===== src/rtl/mem_port_arbiter_if.sv =====
// rtl/mem_port_arbiter_if.sv - fetch/data requester and memory signals of the port arbiter
interface mem_port_arbiter_if #(
   parameter int AW = 32,
   parameter int DW = 32
);
   logic          i_req;
   logic [AW-1:0] i_addr;
   logic          i_ready;
   logic [DW-1:0] i_rdata;

   logic          d_req;
   logic          d_we;
   logic [AW-1:0] d_addr;
   logic [DW-1:0] d_wdata;
   logic          d_ready;
   logic [DW-1:0] d_rdata;

   logic          mem_en;
   logic          mem_we;
   logic [AW-1:0] mem_addr;
   logic [DW-1:0] mem_wdata;
   logic [DW-1:0] mem_rdata;

   logic          stall_i;
   logic          stall_d;
   logic          busy;

   // arbiter side
   modport slave (
      input  i_req, i_addr,
      output i_ready, i_rdata,
      input  d_req, d_we, d_addr, d_wdata,
      output d_ready, d_rdata,
      output mem_en, mem_we, mem_addr, mem_wdata,
      input  mem_rdata,
      output stall_i, stall_d, busy
   );

   // pipeline/memory side
   modport master (
      output i_req, i_addr,
      input  i_ready, i_rdata,
      output d_req, d_we, d_addr, d_wdata,
      input  d_ready, d_rdata,
      input  mem_en, mem_we, mem_addr, mem_wdata,
      output mem_rdata,
      input  stall_i, stall_d, busy
   );
endinterface


===== src/rtl/mem_port_arbiter.sv =====
// rtl/mem_port_arbiter.sv - shares one single-ported synchronous memory between fetch and load/store
module mem_port_arbiter #(
   parameter int MEM_LATENCY = 2,
   parameter int AW          = 32,
   parameter int DW          = 32
) (
   input  logic              clk,
   input  logic              reset,
   mem_port_arbiter_if.slave bus
);

   localparam int CW = $clog2(MEM_LATENCY + 1);
   localparam logic [CW-1:0] CNT_INIT = CW'(MEM_LATENCY);

   localparam logic [0:0] S_IDLE   = 1'b0;
   localparam logic [0:0] S_ACCESS = 1'b1;

   localparam logic OWN_I = 1'b0;
   localparam logic OWN_D = 1'b1;

   logic [0:0]    state_q, state_d;
   logic          owner_q, owner_d;
   logic          last_grant_q, last_grant_d;
   logic          we_q, we_d;
   logic [CW-1:0] cnt_q, cnt_d;
   logic          mem_en_q, mem_en_d;
   logic          mem_we_q, mem_we_d;
   logic [AW-1:0] mem_addr_q, mem_addr_d;
   logic [DW-1:0] mem_wdata_q, mem_wdata_d;
   logic          i_ready_q, i_ready_d;
   logic          d_ready_q, d_ready_d;
   logic [DW-1:0] i_rdata_q, i_rdata_d;
   logic [DW-1:0] d_rdata_q, d_rdata_d;

   logic grant_d_side;
   logic access_done;

   // on a conflict D wins unless it won last time, so neither side starves
   assign grant_d_side = bus.d_req && (!bus.i_req || (last_grant_q != OWN_D));

   // stores need no read latency and finish after the strobe cycle
   assign access_done = we_q || (cnt_q == '0);

   always_comb begin
      state_d      = state_q;
      owner_d      = owner_q;
      last_grant_d = last_grant_q;
      we_d         = we_q;
      cnt_d        = cnt_q;
      mem_en_d     = 1'b0;
      mem_we_d     = 1'b0;
      mem_addr_d   = mem_addr_q;
      mem_wdata_d  = mem_wdata_q;
      i_ready_d    = 1'b0;
      d_ready_d    = 1'b0;
      i_rdata_d    = i_rdata_q;
      d_rdata_d    = d_rdata_q;

      case (state_q)
         S_IDLE: begin
            if (grant_d_side) begin
               state_d      = S_ACCESS;
               owner_d      = OWN_D;
               last_grant_d = OWN_D;
               we_d         = bus.d_we;
               cnt_d        = CNT_INIT;
               mem_en_d     = 1'b1;
               mem_we_d     = bus.d_we;
               mem_addr_d   = bus.d_addr;
               mem_wdata_d  = bus.d_wdata;
            end else if (bus.i_req) begin
               state_d      = S_ACCESS;
               owner_d      = OWN_I;
               last_grant_d = OWN_I;
               we_d         = 1'b0;
               cnt_d        = CNT_INIT;
               mem_en_d     = 1'b1;
               mem_addr_d   = bus.i_addr;
            end
         end

         S_ACCESS: begin
            if (access_done) begin
               state_d = S_IDLE;
               cnt_d   = '0;
               if (owner_q == OWN_D) begin
                  d_ready_d = 1'b1;
                  if (!we_q) begin
                     d_rdata_d = bus.mem_rdata;
                  end
               end else begin
                  i_ready_d = 1'b1;
                  i_rdata_d = bus.mem_rdata;
               end
            end else begin
               cnt_d = cnt_q - CW'(1);
            end
         end

         default: begin
            state_d = S_IDLE;
            cnt_d   = '0;
         end
      endcase
   end

   always_ff @(posedge clk or negedge reset) begin
      if (!reset) begin
         state_q      <= S_IDLE;
         owner_q      <= OWN_I;
         last_grant_q <= OWN_I;
         we_q         <= 1'b0;
         cnt_q        <= '0;
         mem_en_q     <= 1'b0;
         mem_we_q     <= 1'b0;
         mem_addr_q   <= '0;
         mem_wdata_q  <= '0;
         i_ready_q    <= 1'b0;
         d_ready_q    <= 1'b0;
         i_rdata_q    <= '0;
         d_rdata_q    <= '0;
      end else begin
         state_q      <= state_d;
         owner_q      <= owner_d;
         last_grant_q <= last_grant_d;
         we_q         <= we_d;
         cnt_q        <= cnt_d;
         mem_en_q     <= mem_en_d;
         mem_we_q     <= mem_we_d;
         mem_addr_q   <= mem_addr_d;
         mem_wdata_q  <= mem_wdata_d;
         i_ready_q    <= i_ready_d;
         d_ready_q    <= d_ready_d;
         i_rdata_q    <= i_rdata_d;
         d_rdata_q    <= d_rdata_d;
      end
   end

   assign bus.mem_en    = mem_en_q;
   assign bus.mem_we    = mem_we_q;
   assign bus.mem_addr  = mem_addr_q;
   assign bus.mem_wdata = mem_wdata_q;
   assign bus.i_ready   = i_ready_q;
   assign bus.i_rdata   = i_rdata_q;
   assign bus.d_ready   = d_ready_q;
   assign bus.d_rdata   = d_rdata_q;
   assign bus.stall_i   = bus.i_req & ~i_ready_q;
   assign bus.stall_d   = bus.d_req & ~d_ready_q;
   assign bus.busy      = (state_q != S_IDLE);

endmodule


===== src/flat_wrapper.sv =====
// flat-port wrapper written by rule: the top's interface ports become plain ports
module mem_port_arbiter_flat 
#(
   parameter int MEM_LATENCY = 2,
   parameter int AW          = 32,
   parameter int DW          = 32
)
  (clk, reset, bus_i_req, bus_i_addr, bus_i_ready, bus_i_rdata, bus_d_req, bus_d_we, bus_d_addr, bus_d_wdata, bus_d_ready, bus_d_rdata, bus_mem_en, bus_mem_we, bus_mem_addr, bus_mem_wdata, bus_mem_rdata, bus_stall_i, bus_stall_d, bus_busy);
  mem_port_arbiter_if #(.AW(AW), .DW(DW)) bus_i ();
  input  logic clk;
  input  logic reset;
  input wire logic [$bits(bus_i.i_req)-1:0] bus_i_req;
  input wire logic [$bits(bus_i.i_addr)-1:0] bus_i_addr;
  output wire logic [$bits(bus_i.i_ready)-1:0] bus_i_ready;
  output wire logic [$bits(bus_i.i_rdata)-1:0] bus_i_rdata;
  input wire logic [$bits(bus_i.d_req)-1:0] bus_d_req;
  input wire logic [$bits(bus_i.d_we)-1:0] bus_d_we;
  input wire logic [$bits(bus_i.d_addr)-1:0] bus_d_addr;
  input wire logic [$bits(bus_i.d_wdata)-1:0] bus_d_wdata;
  output wire logic [$bits(bus_i.d_ready)-1:0] bus_d_ready;
  output wire logic [$bits(bus_i.d_rdata)-1:0] bus_d_rdata;
  output wire logic [$bits(bus_i.mem_en)-1:0] bus_mem_en;
  output wire logic [$bits(bus_i.mem_we)-1:0] bus_mem_we;
  output wire logic [$bits(bus_i.mem_addr)-1:0] bus_mem_addr;
  output wire logic [$bits(bus_i.mem_wdata)-1:0] bus_mem_wdata;
  input wire logic [$bits(bus_i.mem_rdata)-1:0] bus_mem_rdata;
  output wire logic [$bits(bus_i.stall_i)-1:0] bus_stall_i;
  output wire logic [$bits(bus_i.stall_d)-1:0] bus_stall_d;
  output wire logic [$bits(bus_i.busy)-1:0] bus_busy;
  assign bus_i.i_req = bus_i_req;
  assign bus_i.i_addr = bus_i_addr;
  assign bus_i_ready = bus_i.i_ready;
  assign bus_i_rdata = bus_i.i_rdata;
  assign bus_i.d_req = bus_d_req;
  assign bus_i.d_we = bus_d_we;
  assign bus_i.d_addr = bus_d_addr;
  assign bus_i.d_wdata = bus_d_wdata;
  assign bus_d_ready = bus_i.d_ready;
  assign bus_d_rdata = bus_i.d_rdata;
  assign bus_mem_en = bus_i.mem_en;
  assign bus_mem_we = bus_i.mem_we;
  assign bus_mem_addr = bus_i.mem_addr;
  assign bus_mem_wdata = bus_i.mem_wdata;
  assign bus_i.mem_rdata = bus_mem_rdata;
  assign bus_stall_i = bus_i.stall_i;
  assign bus_stall_d = bus_i.stall_d;
  assign bus_busy = bus_i.busy;
  mem_port_arbiter #(.MEM_LATENCY(MEM_LATENCY), .AW(AW), .DW(DW)) u_core (.clk(clk), .reset(reset), .bus(bus_i));
endmodule

===== config.mk =====
export PLATFORM = sky130hd
export DESIGN_NAME = mem_port_arbiter_flat
export DESIGN_NICKNAME = d
export VERILOG_FILES = /design/src/rtl/mem_port_arbiter_if.sv /design/src/rtl/mem_port_arbiter.sv /design/src/flat_wrapper.sv
export SDC_FILE = /design/constraint.sdc
export NUM_CORES = 1
export LEC_CHECK = 0
export ABC_CLOCK_PERIOD_IN_PS = 2100
export CORE_ASPECT_RATIO = 0.75
export CORE_UTILIZATION = 35
export CTS_BUF_LIST = sky130_fd_sc_hd__clkbuf_4 sky130_fd_sc_hd__clkbuf_8
export DETAILED_ROUTE_END_ITERATION = 12
export PLACE_DENSITY = 0.81
export SYNTH_ARGS = -nofsm -noshare
export SYNTH_HDL_FRONTEND = slang
export SYNTH_SLANG_ARGS = --single-unit

===== constraint.sdc =====
create_clock -name clk -period 2.1 [get_ports clk]
set_clock_uncertainty 0.1 [all_clocks]
set_input_delay 0.42 -clock clk [delete_from_list [all_inputs] [get_ports clk]]
set_output_delay 0.42 -clock clk [all_outputs]
set_load 0.01 [all_outputs]

==> impl_metrics.tcl <==
set metrics [dict create \
    result_of_the_run "completed" \
    report.final.hold_viol_count 0 \
    clock_tree_from_tritoncts "done" \
    timing.critical_path.arrival_ps 1380 \
    power.total_mw 14.0 \
    p_sw_share_pct 31.6 \
    route.final.wire_length_um 15200 \
    design.core.area_sq_um 15300 \
    cp_cell_sequence "clkdlybuf4s50_1" \
    p_seq_share_pct 34.2 \
    slew_headroom_pct 64.0 \
    cts.root.buffer_cell "clkbuf_8" \
    cts-root-to-sink-buffers 2 \
    slew_viol_final 0 \
    rsz0062_at_grt "false" \
    path_clk_slew_ps 80 \
    share_clk_of_total_power_pct 18.2 \
    power.density_nw_per_um2 1550 \
    timing.setup.tns_ps 0 \
    placementRows 39 \
    die_height_um 111 \
    final-setup-viol-count 0 \
    io_pins 268 \
    synth_cells 410 \
    slowest_delay_ps 570 \
    grt.overflow.total 0 \
    clkSinkCount 137 \
    ant_nets 0 \
    synthToLayoutAreaGrowth_pct 63.3 \
    synth_area_leader_cell "dfrtp_1" \
    vias_in_the_first_global_route 4724 \
    internal_power_mw 9.56 \
    timing.hold.worst_path_depth 1 \
    detail_route.drc_violations 0 \
    clock_insertion_delay_worst_skew_ps 420 \
    worst_hold_slack_ps 387 \
    num_antenna_cells 0 \
    finalWorstPathRequiredPeriod_ps 1900 \
    worst_hold_startpoint "u_core.cnt_q[0]" \
    drt_first_pass_iters 4 \
    numCtsBuffers 17 \
    power.share.combinational_pct 47.6 \
    yosysUniqueCellTypes 28 \
    netlist_top_cells_area "dfrtp_1, mux2_2, mux2_4, a21oi_1, nand2_1" \
    cp_slowest_cell "clkdlybuf4s50_1" \
    yosysSeqAreaShare_pct 62.1 \
    floorplan_die_width_um 147 \
    clock.fmax_mhz 526 \
    worst-r2r-cell-count 6 \
    port_buffers 267 \
    synthesized_flop_and_latch_total 137 \
    p_leak_nw 3.81 \
    worst_path_dominant_cell_family "buffers and inverters" \
    grt_start_max_net_pins 56 \
    power.ir.vdd_worst_v 0.000943 \
    htree_num_levels 4 \
    grt_antenna_before_repair 0 \
    route.detailed.vias_per_inst 4.75 \
    post-dp-hpwl_um 11000 \
    hold_class "flop to flop" \
    post_synth_instance_area_sq_um 5520 \
    globalplace.congestion 0.838 \
    critPathCaptureType "output port" \
    drt-wirelength-per-cell_um 16.7 \
    synth_nets 544 \
    layout.nets 826 \
    fp.dieArea_sq_um 16300 \
    worst_pin_slew_ps 541 \
    r2r-end "u_core.bus.i_rdata[28]" \
    yosysTopAreaCellShare_pct 62.1 \
    critical_path.max_fanout 2 \
    yosys_warnings 0 \
    drt-initial-drc-count 145 \
    whs_endpoint "u_core.cnt_q[0]" \
    power.switching_mw 4.41 \
    starting_density_pct 36.0 \
    rr_startpoint "u_core.cnt_q[0]" \
    worst_r2r_setup_slack_ps 340 \
    max_cap_viol_count 0 \
    worst_endpoint_required_time_ps 1580 \
    route.vias.total 4321 \
    count_of_buffer_and_inverter_cells_on_the_critical_path 1 \
    timing.critical_path.from_type "flop" \
    critPathKind "flop to output port" \
    num-fill-cells 1199 \
    drive_gt1_share_pct 21.7 \
    min_period_over_period_pct 90.6 \
    globalRouteTotalUtil_pct 19.1 \
    synthesis.area_per_instance_sq_um 13.5 \
    grt_pass1_wl_um 24000 \
]
metrics by stage:
step / instance area (sq um) / utilization [%] / setup slack, ps / cells
after global routing: 9010 / 58.8 / 129 / 910
after detailed placement: 8510 / 55.5 / -75.9 / 875
after floorplan: 5520 / - / 451 / 410
after global placement: 8510 / 55.5 / -50.7 / 875
after CTS: 8990 / 58.7 / 3.56 / 908
final: 9010 / 58.8 / 197 / 910
worst max-delay path by stage:
stage          slack [ps]                        to  cells after the start                startpoint
2_1_floorplan         450     u_core.bus.i_rdata[0]                      6           u_core.cnt_q[0]
3_3_place_gp          -50  u_core.bus.mem_wdata[30]                      5                 bus_d_req
3_5_place_dp          -80   u_core.bus.mem_wdata[8]                      5                 bus_d_req
4_1_cts                 4                  bus_busy                      1           u_core.bus.busy
5_1_grt               130            bus_d_rdata[9]                      1     u_core.bus.d_rdata[9]
6_report              200         bus_mem_wdata[15]                      1  u_core.bus.mem_wdata[15]
synthesized netlist by cell type (all sizes together):
cell	instances
nor2	36
nor2b	2
buf	17
o21bai	1
and2	1
a21boi	1
ha	1
a21bo	1
a22o	1
o22ai	1
a21oi	65
or4	1
dfrtp	137
o21ai	3
nor3	1
inv	4
mux2	96
nand2	34
nand4b	1
clkbuf	6
registers in the layout, summed over array words and instances (netlist names):
register	count
u_core.bus.d_ready	1
u_core.bus.d_rdata	32
u_core.bus.i_ready	1
u_core.cnt_q	2
u_core.owner_q	1
u_core.we_q	1
u_core.bus.i_rdata	32
u_core.bus.mem_wdata	32
u_core.bus.mem_addr	32
u_core.bus.mem_en	1
u_core.bus.busy	1
u_core.bus.mem_we	1
worst reg2reg max path, delay by kind of cell (launching register included):
family / cells / cell delay, ps
compound gates: 1 / 140
fa+ha+maj: 1 / 210
buf+inv: 2 / 300
flops: 1 / 390
mux: 1 / 350
simple gates: 1 / 160
per-layer routing:
| layer | up-vias | wire, um | track usage [%] |
|---|---|---|---|
| li1 | 1978 | - | - |
| met1 | 2116 | 5880 | 21.0 |
| met2 | 201 | 7580 | 33.0 |
| met3 | 26 | 1440 | 8.02 |
| met4 | 0 | 272 | 6.74 |
| met5 | - | 0 | 0 |
power groups by stage:
stage               Sequential, mW  Clock (mW)  Combinational [mW]
floorplan                     5.31           0                2.47
global placement              4.74           0                6.48
detailed placement            4.83           0                6.65
CTS                           4.81        2.62                6.67
global route                  4.92        2.73                7.09
finish                        4.78        2.53                6.65
layout make-up:
| cell class | instances | area [sq um] | share of cell area, % |
|---|---|---|---|
| Inverter | 4 | 15.0 | 0.167 |
| Clock inverter | 13 | 214 | 2.38 |
| Timing Repair Buffer | 286 | 2920 | 32.4 |
| Clock buffer | 19 | 262 | 2.90 |
| Sequential cell | 137 | 3430 | 38.1 |
| Tap cell | 205 | 256 | 2.85 |
| Multi-Input combinational cell | 246 | 1910 | 21.2 |
cell usage in the layout (no fill, tap or decap), types with 2 or more instances in the layout:
master | Yosys | final
clkdlybuf4s50_1 | 0 | 264
dfrtp_1 | 137 | 136
mux2_2 | 68 | 68
a21oi_1 | 65 | 65
nor2_1 | 34 | 34
nand2_1 | 34 | 34
mux2_4 | 28 | 28
clkbuf_8 | 0 | 19
buf_4 | 4 | 10
buf_12 | 3 | 8
bufinv_16 | 0 | 5
inv_1 | 3 | 3
inv_6 | 0 | 3
nor2b_1 | 2 | 2
o21ai_0 | 2 | 2
clkinv_4 | 0 | 2
clkinvlp_4 | 0 | 2
dlygate4sd2_1 | 0 | 2
repair_timing:
action,CTS,global route
gates cloned,0,0
hold buffers,1,0
buffers inserted,0,2
gates resized for setup,3,0
endpoints found under the hold margin,52,0
setup endpoints to repair,3,1
cell families (layout without fill, tap and decap cells):
family                     Yosys count  count (layout)  synth area share [%]
buffers and inverters               27             322                  3.33
and+or+nand+nor                     76              76                  5.83
AOI/OAI and AO/OA                   73              73                  6.96
adders and majority gates            1               1                 0.227
DFF                                137             137                  62.1
muxes                               96              96                  21.5
(Power assumes the default switching activity.)
